--- config.mk ---
export PLATFORM = sky130hd
export DESIGN_NAME = ps2_keyboard_io
export DESIGN_NICKNAME = d
export VERILOG_FILES = /design/src/rtl/ps2_pkg.sv /design/src/rtl/ps2_fifo.sv /design/src/rtl/ps2_keyboard_io.sv
export SDC_FILE = /design/constraint.sdc
export NUM_CORES = 1
export LEC_CHECK = 0
export ABC_AREA = 1
export CAP_MARGIN = 30
export CORE_MARGIN = 5
export CORE_UTILIZATION = 45
export DETAILED_ROUTE_END_ITERATION = 10
export PLACE_DENSITY = 0.67
export SYNTH_ARGS = -nofsm -noshare
export SYNTH_HDL_FRONTEND = slang
export SYNTH_SLANG_ARGS = --single-unit
--- constraint.sdc ---
create_clock -name clock -period 2.5 [get_ports clock]
set_input_delay 0.625 -clock clock [delete_from_list [all_inputs] [get_ports clock]]
set_output_delay 0.625 -clock clock [all_outputs]
set_load 0.02 [all_outputs]
--- src/rtl/ps2_pkg.sv ---
// Shared definitions for the PS/2 keyboard peripheral: receiver FSM states,
// register word offsets and status register bit positions.
package ps2_pkg;

    typedef enum logic [1:0] {
        IDLE   = 2'd0,
        DATA   = 2'd1,
        PARITY = 2'd2,
        STOP   = 2'd3
    } ps2State_t;

    localparam logic [15:0] REG_DATA   = 16'd0;
    localparam logic [15:0] REG_STATUS = 16'd1;

    localparam int STAT_NOT_EMPTY = 0;
    localparam int STAT_OVF       = 1;
    localparam int STAT_PERR      = 2;

endpackage

--- src/rtl/ps2_fifo.sv ---
// Synchronous scan-code FIFO with full/empty flags. A pop and a push in the
// same cycle are both honoured even when the FIFO is full.
module ps2_fifo #(
    parameter int DEPTH = 16,
    parameter int WIDTH = 8
) (
    input  logic             clock,
    input  logic             reset,
    input  logic             i_push,
    input  logic [WIDTH-1:0] i_pushData,
    input  logic             i_pop,
    output logic [WIDTH-1:0] o_head,
    output logic             o_full,
    output logic             o_empty,
    output logic             o_overflow
);

    localparam int AW = $clog2(DEPTH);

    logic [WIDTH-1:0] r_mem [DEPTH];
    logic [AW-1:0]    r_wrPtr;
    logic [AW-1:0]    r_rdPtr;
    logic [AW:0]      r_count;
    logic             w_doPush;
    logic             w_doPop;

    assign o_full     = (r_count == (AW+1)'(DEPTH));
    assign o_empty    = (r_count == '0);
    assign o_head     = r_mem[r_rdPtr];
    assign w_doPop    = i_pop && !o_empty;
    // When full, a simultaneous pop frees the head slot that the push then reuses.
    assign w_doPush   = i_push && (!o_full || w_doPop);
    assign o_overflow = i_push && o_full && !w_doPop;

    always_ff @(posedge clock) begin
        if (w_doPush) begin
            r_mem[r_wrPtr] <= i_pushData;
        end
    end

    always_ff @(posedge clock or posedge reset) begin
        if (reset) begin
            r_wrPtr <= '0;
            r_rdPtr <= '0;
            r_count <= '0;
        end else begin
            if (w_doPush) begin
                r_wrPtr <= r_wrPtr + 1'b1;
            end
            if (w_doPop) begin
                r_rdPtr <= r_rdPtr + 1'b1;
            end
            case ({w_doPush, w_doPop})
                2'b10:   r_count <= r_count + 1'b1;
                2'b01:   r_count <= r_count - 1'b1;
                default: r_count <= r_count;
            endcase
        end
    end

endmodule

--- src/rtl/ps2_keyboard_io.sv ---
// PS/2 keyboard receiver with a memory-mapped data/status register pair and
// scan-code FIFO. Define PS2_PARITY_CHECK_EN to enable odd-parity checking.
module ps2_keyboard_io
    import ps2_pkg::*;
#(
    parameter logic [15:0] BASE_ADDR      = 16'hFF10,
    parameter int          FIFO_DEPTH     = 16,
    parameter int          FILTER_CYCLES  = 8,
    parameter int          TIMEOUT_CYCLES = 100000
) (
    input  logic        clock,
    input  logic        reset,
    input  logic        ps2_clk,
    input  logic        ps2_dat,
    input  logic [15:0] raddr,
    input  logic        ren,
    output logic [15:0] rdata,
    input  logic [15:0] waddr,
    input  logic [15:0] wdata,
    input  logic        wenable,
    output logic        irq
);

    localparam int FW = $clog2(FILTER_CYCLES + 1);
    localparam int TW = $clog2(TIMEOUT_CYCLES + 1);
    localparam logic [FW-1:0] FILTER_LAST  = FW'(FILTER_CYCLES - 1);
    localparam logic [TW-1:0] TIMEOUT_LAST = TW'(TIMEOUT_CYCLES - 1);
    localparam logic [15:0]   ADDR_DATA    = BASE_ADDR + REG_DATA;
    localparam logic [15:0]   ADDR_STATUS  = BASE_ADDR + REG_STATUS;

    logic          r_clkMeta, r_clkSync, r_datMeta, r_datSync;
    logic          r_filtLevel;
    logic [FW-1:0] r_filtCnt;
    logic [TW-1:0] r_toCnt;
    ps2State_t     r_state, r_stateNext;
    logic [2:0]    r_bitCnt;
    logic [7:0]    r_shift;
    logic          r_pushValid;
    logic [7:0]    r_pushData;
    logic          r_ovf;
    logic          w_fallEdge, w_timeout, w_accept, w_parityOk, w_perr;
    logic          w_pop, w_full, w_empty, w_overflow, w_statusWr;
    logic [7:0]    w_head;
    logic [15:0]   w_status;
    logic          w_unused;

    // Lines idle high, so the synchronisers and filter come out of reset at 1.
    always_ff @(posedge clock or posedge reset) begin
        if (reset) begin
            r_clkMeta <= 1'b1;
            r_clkSync <= 1'b1;
            r_datMeta <= 1'b1;
            r_datSync <= 1'b1;
        end else begin
            r_clkMeta <= ps2_clk;
            r_clkSync <= r_clkMeta;
            r_datMeta <= ps2_dat;
            r_datSync <= r_datMeta;
        end
    end

    always_ff @(posedge clock or posedge reset) begin
        if (reset) begin
            r_filtLevel <= 1'b1;
            r_filtCnt   <= '0;
        end else if (r_clkSync == r_filtLevel) begin
            r_filtCnt <= '0;
        end else if (r_filtCnt == FILTER_LAST) begin
            r_filtLevel <= r_clkSync;
            r_filtCnt   <= '0;
        end else begin
            r_filtCnt <= r_filtCnt + 1'b1;
        end
    end

    assign w_fallEdge = r_filtLevel && !r_clkSync && (r_filtCnt == FILTER_LAST);
    assign w_timeout  = (r_state != IDLE) && !w_fallEdge && (r_toCnt == TIMEOUT_LAST);

    always_ff @(posedge clock or posedge reset) begin
        if (reset) begin
            r_toCnt <= '0;
        end else if ((r_state == IDLE) || w_fallEdge) begin
            r_toCnt <= '0;
        end else begin
            r_toCnt <= r_toCnt + 1'b1;
        end
    end

    always_ff @(posedge clock or posedge reset) begin
        if (reset) begin
            r_state <= IDLE;
        end else begin
            r_state <= r_stateNext;
        end
    end

    always_comb begin
        r_stateNext = r_state;
        w_accept    = 1'b0;
        if (w_timeout) begin
            r_stateNext = IDLE;
        end else if (w_fallEdge) begin
            case (r_state)
                IDLE:   if (!r_datSync) r_stateNext = DATA;
                DATA:   if (r_bitCnt == 3'd7) r_stateNext = PARITY;
                PARITY: r_stateNext = STOP;
                STOP: begin
                    r_stateNext = IDLE;
                    w_accept    = r_datSync && w_parityOk;
                end
                default: r_stateNext = IDLE;
            endcase
        end
    end

    // The accepted byte is registered so it reaches the FIFO one cycle after the stop edge.
    always_ff @(posedge clock or posedge reset) begin
        if (reset) begin
            r_bitCnt    <= '0;
            r_shift     <= '0;
            r_pushValid <= 1'b0;
            r_pushData  <= '0;
        end else begin
            r_pushValid <= w_accept;
            if (w_accept) begin
                r_pushData <= r_shift;
            end
            if (w_fallEdge) begin
                if (r_state == IDLE) begin
                    r_bitCnt <= '0;
                end else if (r_state == DATA) begin
                    r_shift  <= {r_datSync, r_shift[7:1]};
                    r_bitCnt <= r_bitCnt + 1'b1;
                end
            end
        end
    end

`ifdef PS2_PARITY_CHECK_EN
    logic r_parity;
    logic r_perr;
    logic w_perrSet;
    logic w_perrClr;

    assign w_parityOk = ^{r_shift, r_parity};
    assign w_perrSet  = w_fallEdge && (r_state == STOP) && !w_parityOk;
    assign w_perrClr  = w_statusWr && wdata[2];
    assign w_perr     = r_perr;
    assign w_unused   = ^{wdata[15:3], wdata[0]};

    always_ff @(posedge clock or posedge reset) begin
        if (reset) begin
            r_parity <= 1'b0;
            r_perr   <= 1'b0;
        end else begin
            if (w_fallEdge && (r_state == PARITY)) begin
                r_parity <= r_datSync;
            end
            if (w_perrSet) begin
                r_perr <= 1'b1;
            end else if (w_perrClr) begin
                r_perr <= 1'b0;
            end
        end
    end
`else
    assign w_parityOk = 1'b1;
    assign w_perr     = 1'b0;
    assign w_unused   = ^{wdata[15:2], wdata[0]};
`endif

    assign w_pop      = ren && (raddr == ADDR_DATA) && !w_empty;
    assign w_statusWr = wenable && (waddr == ADDR_STATUS);

    ps2_fifo #(
        .DEPTH (FIFO_DEPTH),
        .WIDTH (8)
    ) u_fifo (
        .clock      (clock),
        .reset      (reset),
        .i_push     (r_pushValid),
        .i_pushData (r_pushData),
        .i_pop      (w_pop),
        .o_head     (w_head),
        .o_full     (w_full),
        .o_empty    (w_empty),
        .o_overflow (w_overflow)
    );

    always_ff @(posedge clock or posedge reset) begin
        if (reset) begin
            r_ovf <= 1'b0;
        end else if (w_overflow) begin
            r_ovf <= 1'b1;
        end else if (w_statusWr && wdata[1]) begin
            r_ovf <= 1'b0;
        end
    end

    always_comb begin
        w_status                 = '0;
        w_status[STAT_NOT_EMPTY] = !w_empty;
        w_status[STAT_OVF]       = r_ovf;
        w_status[STAT_PERR]      = w_perr;
    end

    always_ff @(posedge clock or posedge reset) begin
        if (reset) begin
            rdata <= '0;
        end else if (ren) begin
            if (raddr == ADDR_DATA) begin
                rdata <= w_empty ? 16'h0000 : {8'h00, w_head};
            end else if (raddr == ADDR_STATUS) begin
                rdata <= w_status;
            end else begin
                rdata <= 16'h0000;
            end
        end
    end

    assign irq = !w_empty;

endmodule
==> results.py <==
metrics = {
    "synthesis": {
        "synth_common_cells": "227 x nand2_1, 128 x edfxtp_1, 99 x nor2_1",
        "synthCells": 881,
        "synth_enable_flop_cells": 128,
        "synth_fa_ha_area_frac": 0.0239,
        "yosysTopAreaCell": "edfxtp_1",
        "synth-seq-cells": 198,
        "synthSimpleGateAreaFrac": 0.204,
        "synth_area_per_cell_um2": 10.1,
        "synthFlopType": "edfxtp_1",
        "syn_area_um2": 8900,
        "synth_most_common_cell": "nand2_1",
        "synthTopCellsByArea": "edfxtp_1 43%, dfrtp_1 18%, nand2_1 9.6%, nor2_1 4.2%, nand3_1 3.2%",
        "synth.area.mux_share": 0.00112,
        "synth_compound_area_frac": 0.0700,
        "ys_types": 40,
        "synth_xor_area_frac": 0.00984,
        "synthArstFlopShare": 0.354,
        "synth_top_family_by_area": "simple AND/OR/NAND/NOR gates",
        "synth_seq_area_share": 0.629,
        "ys_warn_count": 0,
        "synth_top_area_share": 0.432,
    },
    "die": {
        "die_w_um": 151,
        "die_y_um": 151,
        "die_area_um2": 22700,
        "ios": 71,
        "rows": 51,
        "core_area_um2": 19500,
        "initial_core_util": 0.457,
    },
    "cells_and_area": {
        "diodes": 0,
        "seqCellArea_um2": 5600,
        "nNetsFinal": 1032,
        "multi_input_area_um2": 2850,
        "fin_cells": 1239,
        "num-fill-cells": 1684,
        "drive_above_1_share": 0.117,
        "final_util": 0.540,
        "syn2layout_area_growth_pct": 18.0,
        "fin_area_um2": 10500,
    },
    "drt": {
        "drt-vias-per-instance": 5.05,
        "via_count": 6253,
        "drcViolationCount": 0,
        "dr.max_layer_used": "met4",
        "wl_per_cell_um": 15.3,
        "drt-total-wl_mm": 19.0,
        "wirelength_met1_mm": 8.26,
        "dr_wl_met2_mm": 9.47,
        "postRouteAntennaNets": 0,
        "dr.first_iter.drc_count": 505,
        "routed-wl-met3_um": 974,
        "firstDrtPassIters": 5,
    },
    "run_status": {
        "outcome": "finished clean",
    },
    "worst_setup_path": {
        "critPathArrivalTime_ps": 2730,
        "rrSetupSlack_ps": 360,
        "start_kind": "primary input",
        "critPathRequiredTime_ps": 2830,
        "worstRegToRegCells": 13,
        "crit_end": "u_fifo.r_count[4]$_DFFE_PP0P_",
        "max_stage_delay_ps": 480,
        "path_cells": "clkdlybuf4s50_1, nand4_1, nor2_2, nand3_2, nand3_4, nand2_4, ha_4, xor2_2, ha_2, o21ai_4, nor2_1, nand2_1, nand3_1, nand2_1, nand2_1",
        "worstReg2RegStart": "u_fifo.r_count[0]$_DFFE_PP0P_",
        "rr_endpoint": "u_fifo.r_count[4]$_DFFE_PP0P_",
        "crit_top_cell": "nand2_1",
        "critical_path_depth": 15,
        "crit_path_end_kind": "register",
        "cp_slowest_cell": "clkdlybuf4s50_1",
        "critical_path_class": "in2reg",
        "cp-startpoint": "raddr[15]",
        "worst-path-max-fanout": 3,
        "critPathBufInv": 1,
        "critical_path.top_delay_family": "simple AND/OR/NAND/NOR gates",
    },
    "timing": {
        "slew_violations": 0,
        "fin_crit_sh": 0.960,
        "setup_slack_ps": 98.9,
        "skew_ps": 12.5,
        "layout_min_cycle_time_ps": 2400,
        "max_freq_mhz": 416,
        "setup_violations": 0,
        "worst_slew_pin_slew_ps": 686,
        "finalHoldViolCount": 0,
        "slew_headroom": 0.543,
    },
    "placement": {
        "dp_hpwl_mm": 12.6,
        "io_buffers": 47,
        "placed_area_um2": 9830,
        "dpl.cell_count": 1205,
        "place_worst_setup_slack_ps": -408,
        "routabilityCongestion": 0.822,
    },
    "global_route": {
        "grt_pass1_vias": 6037,
        "grt_pass1_wl_mm": 30.7,
        "gr-usage-all-layers": 0.175,
        "grt_max_degree": 59,
        "gr-total-overflow": 0,
        "grt_antenna_before_repair": 0,
    },
    "clocking": {
        "htreeDepth": 4,
        "root_buffer": "clkbuf_16",
        "clockBufferDepth": 2,
        "numCtsBuffers": 17,
        "cts_tree": "yes",
        "cts_hold_buf": 0,
        "insertion_delay_ps": 430,
        "cts.sinks": 198,
        "clk_pin_slew_ps": 80,
    },
    "power_and_ir_drop": {
        "power.leakage_nw": 4.40,
        "vdd_drop_max_v": 0.000438,
        "power.density_nw_per_um2": 607,
    },
    "job": {
        "maxCapViolCount": 0,
    },
    "hold_path": {
        "hold_path_class": "reg2reg",
    },
}
worst register-to-register path: cells and delay by family, from the launching register on:
kind / cells / cell delay, ps
compound gates: 1 / 160
xor+xnor: 1 / 150
fa+ha+maj: 2 / 370
flops: 1 / 440
simple gates: 9 / 920
state kept, by name, indices dropped and copies added (netlist names):
| register | flops |
|---|---|
| rdata | 8 |
| u_fifo.r_mem | 128 |
| r_ovf | 1 |
| r_clkMeta | 1 |
| r_bitCnt | 3 |
| r_toCnt | 17 |
| u_fifo.r_count | 5 |
| r_shift | 8 |
| r_pushValid | 1 |
| r_datSync | 1 |
| r_clkSync | 1 |
| u_fifo.r_rdPtr | 4 |
| r_datMeta | 1 |
| r_filtLevel | 1 |
| r_pushData | 8 |
| r_filtCnt | 4 |
| r_state | 2 |
| u_fifo.r_wrPtr | 4 |
stage by stage:
| stage | TNS (ps) | hold slack (ps) | power (mW) |
|---|---|---|---|
| detailed placement | -25980 | 349 | 3.78 |
| CTS | 0 | 360 | 6.44 |
| global route | -13.6 | 369 | 6.62 |
| finish | 0 | 360 | 6.38 |
| global placement | -22340 | 347 | 3.77 |
| floorplan | 0 | 345 | 3.69 |
worst min-delay path by stage:
stage	end	cells after the start	slack, ps	start
after floorplan	r_clkSync$_DFF_PP1_	0	350	r_clkMeta$_DFF_PP1_
after global placement	r_datSync$_DFF_PP1_	0	350	r_datMeta$_DFF_PP1_
after detailed placement	r_datSync$_DFF_PP1_	0	350	r_datMeta$_DFF_PP1_
after CTS	r_datSync$_DFF_PP1_	0	360	r_datMeta$_DFF_PP1_
after global routing	r_datSync$_DFF_PP1_	0	370	r_datMeta$_DFF_PP1_
final	r_clkSync$_DFF_PP1_	0	360	r_clkMeta$_DFF_PP1_
what timing repair did:
item                                    CTS  global route
endpoints found under the setup margin    0             3
resized for setup                         0            21
buffers inserted                          0             2
logic make-up (layout without fill, tap and decap cells):
family,Yosys count,in the layout
AOI/OAI and AO/OA,116,116
xor gates and xnor gates,10,10
adders and majority gates,17,17
buffers and inverters,116,202
DFF,198,198
muxes,1,1
other,1,8
and+or+nand+nor,422,422
cells in the final DEF (no fill, tap or decap), drive strengths merged, types with 36 or more instances in the layout:
| master | instances |
|---|---|
| a21oi | 36 |
| inv | 93 |
| o21ai | 62 |
| nor2 | 103 |
| dfrtp | 65 |
| nand3 | 62 |
| nand2 | 230 |
| clkdlybuf4s50 | 41 |
| edfxtp | 128 |
| buf | 41 |
final cells by class:
cell class / count / share of cell area
Inverter: 82 / 0.0293
Multi-Input combinational cell: 574 / 0.272
Clock inverter: 15 / 0.0142
Sequential cell: 198 / 0.533
Tap cell: 265 / 0.0316
Clock buffer: 17 / 0.0405
Timing Repair Buffer: 88 / 0.0795
power by group:
part | total [mW] | internal, mW | leakage [nW] | switching [mW]
combinational | 0.194 | 0.0920 | 1.69 | 0.102
sequential | 3.51 | 3.49 | 2.42 | 0.0205
clock | 2.68 | 1.35 | 0.288 | 1.33
total | 6.38 | 4.93 | 4.40 | 1.45
per-layer routing:
layer / up-vias / track usage
met5: - / 0
met4: 0 / 0.0508
met3: 15 / 0.0361
met2: 158 / 0.301
met1: 2983 / 0.226
li1: 3097 / -
Note: power is estimated with default switching activity, not from simulation.
